[config.mk]
export PLATFORM = sky130hd
export DESIGN_NAME = imem_ctrl_flat
export DESIGN_NICKNAME = d
export VERILOG_FILES = /design/src/rtl/imem_pkg.sv /design/src/rtl/imem_ctrl_if.sv /design/src/rtl/imem_ctrl_rr_arb2.sv /design/src/rtl/imem_ctrl.sv /design/src/flat_wrapper.sv
export SDC_FILE = /design/constraint.sdc
export NUM_CORES = 1
export LEC_CHECK = 0
export ABC_AREA = 1
export CORE_UTILIZATION = 35
export CTS_CLUSTER_SIZE = 24
export DETAILED_ROUTE_END_ITERATION = 7
export PLACE_DENSITY = 0.75
export SLEW_MARGIN = 10
export SYNTH_ARGS = -nofsm -noshare
export SYNTH_HDL_FRONTEND = slang
export SYNTH_SLANG_ARGS = --single-unit
[constraint.sdc]
create_clock -name clk -period 1.5 [get_ports clk]
set_clock_uncertainty 0.2 [all_clocks]
set_input_delay 0.3 -clock clk [delete_from_list [all_inputs] [get_ports clk]]
set_output_delay 0.3 -clock clk [all_outputs]
set_load 0.02 [all_outputs]
[src/rtl/imem_pkg.sv]
// Shared definitions for the instruction-memory controller: default
// geometry and the controller state encoding.
package imem_pkg;

    // Default instruction RAM geometry: 1024 words of 32 bits.
    localparam int IMEM_AW = 10;
    localparam int IMEM_DW = 32;

    // Controller states. CLEAR is the reset state so the RAM is always
    // zero-filled before the first fetch or load is served.
    typedef enum logic [1:0] {
        CLEAR = 2'd0,
        IDLE  = 2'd1,
        RESP  = 2'd2
    } imem_state_t;

    // Bit positions of the two requesters inside the arbiter vectors.
    localparam int REQ_FETCH = 0;
    localparam int REQ_LOAD  = 1;

endpackage

[src/rtl/imem_ctrl_if.sv]
// Bus bundle between the instruction-memory controller, its requesters
// and the synchronous RAM. The slave modport is the controller's view;
// the master modport is the view of the surrounding system.
interface imem_ctrl_if #(
    parameter int AW = imem_pkg::IMEM_AW,
    parameter int DW = imem_pkg::IMEM_DW
) ();
    import imem_pkg::*;

    // Zero-fill control and status
    logic          clear_start;
    logic          busy;
    logic          clear_done;

    // Fetch port (read)
    logic          fetch_req;
    logic [AW-1:0] fetch_addr;
    logic          fetch_ack;
    logic [DW-1:0] fetch_data;

    // Loader port (write)
    logic          load_req;
    logic [AW-1:0] load_addr;
    logic [DW-1:0] load_data;
    logic          load_ack;

    // RAM port
    logic          mem_en;
    logic          mem_we;
    logic [AW-1:0] mem_addr;
    logic [DW-1:0] mem_wdata;
    logic [DW-1:0] mem_rdata;

    modport slave (
        input  clear_start,
        output busy,
        output clear_done,
        input  fetch_req,
        input  fetch_addr,
        output fetch_ack,
        output fetch_data,
        input  load_req,
        input  load_addr,
        input  load_data,
        output load_ack,
        output mem_en,
        output mem_we,
        output mem_addr,
        output mem_wdata,
        input  mem_rdata
    );

    modport master (
        output clear_start,
        input  busy,
        input  clear_done,
        output fetch_req,
        output fetch_addr,
        input  fetch_ack,
        input  fetch_data,
        output load_req,
        output load_addr,
        output load_data,
        input  load_ack,
        input  mem_en,
        input  mem_we,
        input  mem_addr,
        input  mem_wdata,
        output mem_rdata
    );

endinterface

[src/rtl/imem_ctrl_rr_arb2.sv]
// Two-way round-robin arbiter. When both requests are present the one
// that was not granted last wins; the pointer moves only on a real grant.
// After reset the pointer favours req[0] (the fetch port).
module rr_arb2 (
    input  logic       clk,
    input  logic       reset_b,
    input  logic [1:0] req,
    input  logic       grant_en,
    output logic [1:0] grant
);

    // ptr_q = 0 favours req[0], ptr_q = 1 favours req[1]
    logic ptr_q;
    logic ptr_d;

    // Grant selection and pointer advance
    always_comb begin
        grant = 2'b00;
        if (grant_en) begin
            unique case (req)
                2'b01:   grant = 2'b01;
                2'b10:   grant = 2'b10;
                2'b11:   grant = ptr_q ? 2'b10 : 2'b01;
                default: grant = 2'b00;
            endcase
        end
        ptr_d = ptr_q;
        if (grant[0]) begin
            ptr_d = 1'b1;
        end else if (grant[1]) begin
            ptr_d = 1'b0;
        end
    end

    // Pointer register with synchronous active-low reset
    always_ff @(posedge clk) begin
        if (!reset_b) begin
            ptr_q <= 1'b0;
        end else begin
            ptr_q <= ptr_d;
        end
    end

endmodule

[src/rtl/imem_ctrl.sv]
// Instruction-memory controller: zero-fills the RAM after reset or on
// request, then serves single-word fetches and loader writes, one access
// per two cycles (grant cycle in IDLE, acknowledge cycle in RESP).
module imem_ctrl #(
    parameter int AW = imem_pkg::IMEM_AW,
    parameter int DW = imem_pkg::IMEM_DW
) (
    input  logic        clk,
    input  logic        reset_b,
    imem_ctrl_if.slave  bus
);
    import imem_pkg::*;

    localparam logic [AW-1:0] CLR_LAST = '1;

    imem_state_t   state_q,      state_d;
    logic [AW-1:0] clr_cnt_q,    clr_cnt_d;
    logic          clr_pend_q,   clr_pend_d;    // clear_start seen during RESP
    logic          clr_done_q,   clr_done_d;
    logic          gnt_load_q,   gnt_load_d;    // access being acked is a load
    logic [DW-1:0] fetch_data_q, fetch_data_d;
    // High only while reset is applied; keeps the RAM port quiet even
    // though the state register already sits in CLEAR.
    logic          rst_hold_q,   rst_hold_d;

    logic          clear_req;
    logic          arb_en;
    logic [1:0]    arb_req;
    logic [1:0]    grant;

    // A pending clear always wins over fetch/load in IDLE.
    assign clear_req = bus.clear_start | clr_pend_q;
    assign arb_en    = (state_q == IDLE) && !clear_req;
    assign arb_req[REQ_FETCH] = bus.fetch_req;
    assign arb_req[REQ_LOAD]  = bus.load_req;

    rr_arb2 u_arb (
        .clk      (clk),
        .reset_b  (reset_b),
        .req      (arb_req),
        .grant_en (arb_en),
        .grant    (grant)
    );

    // Next-state computation for the controller FSM and its datapath
    always_comb begin
        state_d      = state_q;
        clr_cnt_d    = clr_cnt_q;
        clr_pend_d   = clr_pend_q;
        clr_done_d   = 1'b0;
        gnt_load_d   = gnt_load_q;
        fetch_data_d = fetch_data_q;
        rst_hold_d   = 1'b0;

        unique case (state_q)
            CLEAR: begin
                // The first cycle after reset release writes address 0,
                // so the counter must not move on the release edge.
                if (!rst_hold_q) begin
                    clr_cnt_d = clr_cnt_q + 1'b1;
                    if (clr_cnt_q == CLR_LAST) begin
                        state_d    = IDLE;
                        clr_done_d = 1'b1;
                    end
                end
            end
            IDLE: begin
                if (clear_req) begin
                    state_d    = CLEAR;
                    clr_cnt_d  = '0;
                    clr_pend_d = 1'b0;
                end else if (grant != 2'b00) begin
                    state_d    = RESP;
                    gnt_load_d = grant[REQ_LOAD];
                end
            end
            RESP: begin
                state_d = IDLE;
                if (bus.clear_start) begin
                    clr_pend_d = 1'b1;
                end
                if (!gnt_load_q) begin
                    fetch_data_d = bus.mem_rdata;
                end
            end
            default: begin
                state_d = CLEAR;
            end
        endcase
    end

    // State and datapath registers, synchronous active-low reset
    always_ff @(posedge clk) begin
        if (!reset_b) begin
            state_q      <= CLEAR;
            clr_cnt_q    <= '0;
            clr_pend_q   <= 1'b0;
            clr_done_q   <= 1'b0;
            gnt_load_q   <= 1'b0;
            fetch_data_q <= '0;
            rst_hold_q   <= 1'b1;
        end else begin
            state_q      <= state_d;
            clr_cnt_q    <= clr_cnt_d;
            clr_pend_q   <= clr_pend_d;
            clr_done_q   <= clr_done_d;
            gnt_load_q   <= gnt_load_d;
            fetch_data_q <= fetch_data_d;
            rst_hold_q   <= rst_hold_d;
        end
    end

    // Status, acknowledge and read-data outputs
    always_comb begin
        bus.busy       = (state_q == CLEAR);
        bus.clear_done = clr_done_q;
        bus.fetch_ack  = (state_q == RESP) && !gnt_load_q;
        bus.load_ack   = (state_q == RESP) &&  gnt_load_q;
        // Read data passes straight through in the ack cycle and is
        // held from the register at all other times.
        bus.fetch_data = fetch_data_d;
    end

    // RAM port drive: zero-fill writes in CLEAR, granted access in IDLE
    always_comb begin
        bus.mem_en    = 1'b0;
        bus.mem_we    = 1'b0;
        bus.mem_addr  = '0;
        bus.mem_wdata = '0;
        unique case (state_q)
            CLEAR: begin
                bus.mem_en   = !rst_hold_q;
                bus.mem_we   = !rst_hold_q;
                bus.mem_addr = clr_cnt_q;
            end
            IDLE: begin
                bus.mem_en = (grant != 2'b00);
                if (grant[REQ_LOAD]) begin
                    bus.mem_we    = 1'b1;
                    bus.mem_addr  = bus.load_addr;
                    bus.mem_wdata = bus.load_data;
                end else begin
                    bus.mem_addr  = bus.fetch_addr;
                end
            end
            default: begin
                bus.mem_en = 1'b0;
            end
        endcase
    end

endmodule

[src/flat_wrapper.sv]
// flat-port wrapper written by rule: the top's interface ports become plain ports
module imem_ctrl_flat import imem_pkg::*;
#(
    parameter int AW = imem_pkg::IMEM_AW,
    parameter int DW = imem_pkg::IMEM_DW
)
  (clk, reset_b, bus_clear_start, bus_busy, bus_clear_done, bus_fetch_req, bus_fetch_addr, bus_fetch_ack, bus_fetch_data, bus_load_req, bus_load_addr, bus_load_data, bus_load_ack, bus_mem_en, bus_mem_we, bus_mem_addr, bus_mem_wdata, bus_mem_rdata);
  imem_ctrl_if #(.AW(AW), .DW(DW)) bus_i ();
  input  logic clk;
  input  logic reset_b;
  input wire logic [$bits(bus_i.clear_start)-1:0] bus_clear_start;
  output wire logic [$bits(bus_i.busy)-1:0] bus_busy;
  output wire logic [$bits(bus_i.clear_done)-1:0] bus_clear_done;
  input wire logic [$bits(bus_i.fetch_req)-1:0] bus_fetch_req;
  input wire logic [$bits(bus_i.fetch_addr)-1:0] bus_fetch_addr;
  output wire logic [$bits(bus_i.fetch_ack)-1:0] bus_fetch_ack;
  output wire logic [$bits(bus_i.fetch_data)-1:0] bus_fetch_data;
  input wire logic [$bits(bus_i.load_req)-1:0] bus_load_req;
  input wire logic [$bits(bus_i.load_addr)-1:0] bus_load_addr;
  input wire logic [$bits(bus_i.load_data)-1:0] bus_load_data;
  output wire logic [$bits(bus_i.load_ack)-1:0] bus_load_ack;
  output wire logic [$bits(bus_i.mem_en)-1:0] bus_mem_en;
  output wire logic [$bits(bus_i.mem_we)-1:0] bus_mem_we;
  output wire logic [$bits(bus_i.mem_addr)-1:0] bus_mem_addr;
  output wire logic [$bits(bus_i.mem_wdata)-1:0] bus_mem_wdata;
  input wire logic [$bits(bus_i.mem_rdata)-1:0] bus_mem_rdata;
  assign bus_i.clear_start = bus_clear_start;
  assign bus_busy = bus_i.busy;
  assign bus_clear_done = bus_i.clear_done;
  assign bus_i.fetch_req = bus_fetch_req;
  assign bus_i.fetch_addr = bus_fetch_addr;
  assign bus_fetch_ack = bus_i.fetch_ack;
  assign bus_fetch_data = bus_i.fetch_data;
  assign bus_i.load_req = bus_load_req;
  assign bus_i.load_addr = bus_load_addr;
  assign bus_i.load_data = bus_load_data;
  assign bus_load_ack = bus_i.load_ack;
  assign bus_mem_en = bus_i.mem_en;
  assign bus_mem_we = bus_i.mem_we;
  assign bus_mem_addr = bus_i.mem_addr;
  assign bus_mem_wdata = bus_i.mem_wdata;
  assign bus_i.mem_rdata = bus_mem_rdata;
  imem_ctrl #(.AW(AW), .DW(DW)) u_core (.clk(clk), .reset_b(reset_b), .bus(bus_i));
endmodule
==> flow_summary.json <==
{
  "max_slew_margin_pct": 77.64,
  "grt_antenna_before_repair": 0,
  "grt_start_max_net_pins": 29,
  "grt_first_pass_wirelength_um": 19700,
  "avgViaCountPerCell": 4.989,
  "synth_cells": 428,
  "syn_area_per_cell_sq_um": 6.879,
  "timing.hold.worst.class": "flop to flop",
  "rows": 33,
  "startpoint_type": "flop",
  "ys_top_cells_by_area": "dfxtp_1 (33%), inv_1 (15%), a21oi_1 (7.5%)",
  "max_freq_mhz": 452.5,
  "path_class": "flop to output port",
  "area_of_the_mapped_netlist_sq_mm": 0.002944,
  "timing.final.setup_violations": 123,
  "crit_buf_inv": 4,
  "area_growth_pct": 149.8,
  "ff_latch_area_sq_um": 994.7,
  "cts_tree": "done",
  "crit_arrival_ns": 1.71,
  "crit_path_max_fanout": 5,
  "synth.net_count": 518,
  "dpl.hpwl_um": 7855,
  "layout_common_cells": "buf_4 (99), buf_6 (97), clkdlybuf4s50_1 (85)",
  "slew_viol_final": 0,
  "crit-reg2reg-launch": "u_core.state_q[0]",
  "timing.critical_path.slowest_stage_cell": "dfxtp_4",
  "finalWeightedCongestion": 0.9111,
  "total_clock_buffers_created_by_cts": 5,
  "first_global_vias": 4345,
  "setup_repair_after_global_routing_missed_its_margin": "true",
  "placeable_core_region_sq_mm": 0.008175,
  "dr.pass1.iters": 6,
  "setup_slack_ns": -0.7101,
  "power_density_mw_per_mm2": 386.3,
  "min_period_over_period_pct": 147.3,
  "num-nets-final": 814,
  "initialDrtViolationCount": 117,
  "track_usage_pct": 28.79,
  "postRouteAntennaNets": 0,
  "top_level_ports": 169,
  "cp.depth": 9,
  "vdd_ir_drop_max_mv": 0.3980,
  "critical_path.cell_chain": "inv_2, nand2_4, nor2_4, buf_12, nand2_8, buf_4, o21ai_2, o21ai_2, buf_4",
  "drive_gt1_share_pct": 62.15,
  "yosysTopAreaCell": "dfxtp_1",
  "routed_wire_length_per_instance_um": 17.80,
  "post-synth-top-area-fraction_pct": 33.32,
  "cts_buffer_depth": 2,
  "required_ns": 1.00,
  "die-width_um": 93.72,
  "gr-total-overflow": 0,
  "sequential_to_total_area_share_from_yosys_stat_pct": 33.32,
  "finalCoreUtilization_pct": 89.96,
  "reg2reg_to": "u_core.clr_cnt_q[4]",
  "numPortBuffers": 168,
  "n_fill_cell": 337,
  "setup.worst_path.end_class": "output port",
  "cp_top_family": "buffers and inverters",
  "num_vias": 4136,
  "clk_transition_reported_paths_ns": 0.10,
  "hold_viol": 0,
  "delay_contributed_by_the_slowest_stage_of_the_critical_path_ns": 0.37,
  "drc_errors": 2,
  "timing.reg2reg.setup_slack_ns": -0.33,
  "synth_warnings": 0,
  "p_leak_nw": 3.202,
  "postSynthRegisterBits": 49,
  "tot_pwr_mw": 2.841,
  "worst_slew_pin_slew_ns": 0.3269,
  "timing.max_cap.violations": 0,
  "failed_checks": "design-rule violations, negative setup slack",
  "yosysUniqueCellTypes": 27,
  "cts_htree_levels": 2,
  "setup_total_negative_slack_ns": -50.24,
  "clkSinkCount": 49,
  "finalWorstPathRequiredPeriod_ns": 2.210,
  "worst_r2r_path_depth": 11,
  "die_y_um": 93.72,
  "status": "finished, violations left",
  "initial_utilization_pct": 36.01,
  "antenna_cells_inserted": 0,
  "clkLatencyLatePin_ns": 0.31,
  "crit_path_start": "u_core.state_q[1]",
  "mostFrequentLayoutCell": "buf_4",
  "wirelength_um": 14760,
  "fp.dieArea_sq_mm": 0.008783,
  "multi_input_logic_area_sq_mm": 0.002450,
  "cp-endpoint": "bus_mem_addr[2]",
  "cts_root_buf": "clkbuf_8"
}
power breakdown:
| part | switching (mW) | internal, mW |
|---|---|---|
| Combinational | 0.287 | 0.355 |
| Clock | 0.472 | 0.419 |
| Sequential | 0.00446 | 1.30 |
| Total | 0.763 | 2.08 |
cell usage after synthesis (all sizes together):
| library cell | count |
|---|---|
| a21boi | 2 |
| nand3 | 3 |
| nand4 | 2 |
| nand2 | 33 |
| inv | 119 |
| buf | 17 |
| clkbuf | 3 |
| o21ai | 20 |
| a2111oi | 1 |
| dfxtp | 49 |
| or2 | 32 |
| nor2 | 59 |
| a21oi | 44 |
| ha | 1 |
| o22ai | 7 |
| nor3 | 4 |
| a211oi | 32 |
final cells by class:
| class | count | area share, % |
|---|---|---|
| Inverter | 119 | 7.094 |
| Multi-Input combinational cell | 242 | 33.31 |
| Timing Repair inverter | 1 | 0.1191 |
| Clock inverter | 1 | 0.06805 |
| Tap cell | 105 | 1.786 |
| Sequential cell | 49 | 13.53 |
| Timing Repair Buffer | 306 | 42.82 |
| Clock buffer | 6 | 1.276 |
through the flow:
stage / cells / worst slack, ns / cell area [sq um] / hold slack (ns)
after floorplan: 428 / -0.1619 / 3640 / 0.2107
after global placement: 777 / -1.184 / 6026 / 0.2489
after detailed placement: 777 / -1.235 / 6026 / 0.2578
after CTS: 816 / -0.6223 / 7009 / 0.2729
after global routing: 829 / -0.7378 / 7355 / 0.3163
final: 829 / -0.7101 / 7355 / 0.3154
routing by layer:
metal  global-route usage (%)  vias up  wire [um]
met1                    26.94     1992       5146
met3                    5.987       48        815
li1                         -     1907          -
met5                        0        -          0
met4                    12.95        0        616
met2                    58.45      189       8179
state kept, by name, summed over array words and instances (netlist names):
register               flops
u_core.fetch_data_q       32
u_core.clr_cnt_q          10
u_core.state_q             2
u_core.bus.clear_done      1
u_core.u_arb.ptr_q         1
u_core.gnt_load_q          1
u_core.clr_pend_q          1
u_core.rst_hold_q          1
worst min-delay path by stage:
stage | from | endpoint | slack, ns | cells after the start
finish | u_core.gnt_load_q | u_core.gnt_load_q | 0.32 | 2
global route | u_core.gnt_load_q | u_core.gnt_load_q | 0.32 | 2
global placement | u_core.gnt_load_q | u_core.gnt_load_q | 0.25 | 2
detailed placement | u_core.gnt_load_q | u_core.gnt_load_q | 0.26 | 2
CTS | u_core.gnt_load_q | u_core.gnt_load_q | 0.27 | 2
floorplan | reset_b | u_core.state_q[0] | 0.21 | 2
repair_timing:
item	4_1_cts	5_1_grt
endpoints found under the setup margin	104	120
setup buffers	34	14
hold buffers	0	0
cloned	6	4
pin swaps	26	22
gates resized for setup	611	56
cell families (layout without fill, tap and decap cells):
| logic type | after synthesis | count (layout) | synth area share [%] |
|---|---|---|---|
| simple gates | 133 | 135 | 22.18 |
| buf+inv | 139 | 433 | 20.36 |
| compound gates | 106 | 106 | 23.71 |
| flops | 49 | 49 | 33.32 |
| fa+ha+maj | 1 | 1 | 0.4249 |
tightest hold or removal path, cell delays in order, from the launching register on:
cell and delay (ns):
dfxtp_2 0.34, nand2_1 0.08, a21oi_1 0.06
(Power assumes the default switching activity.)
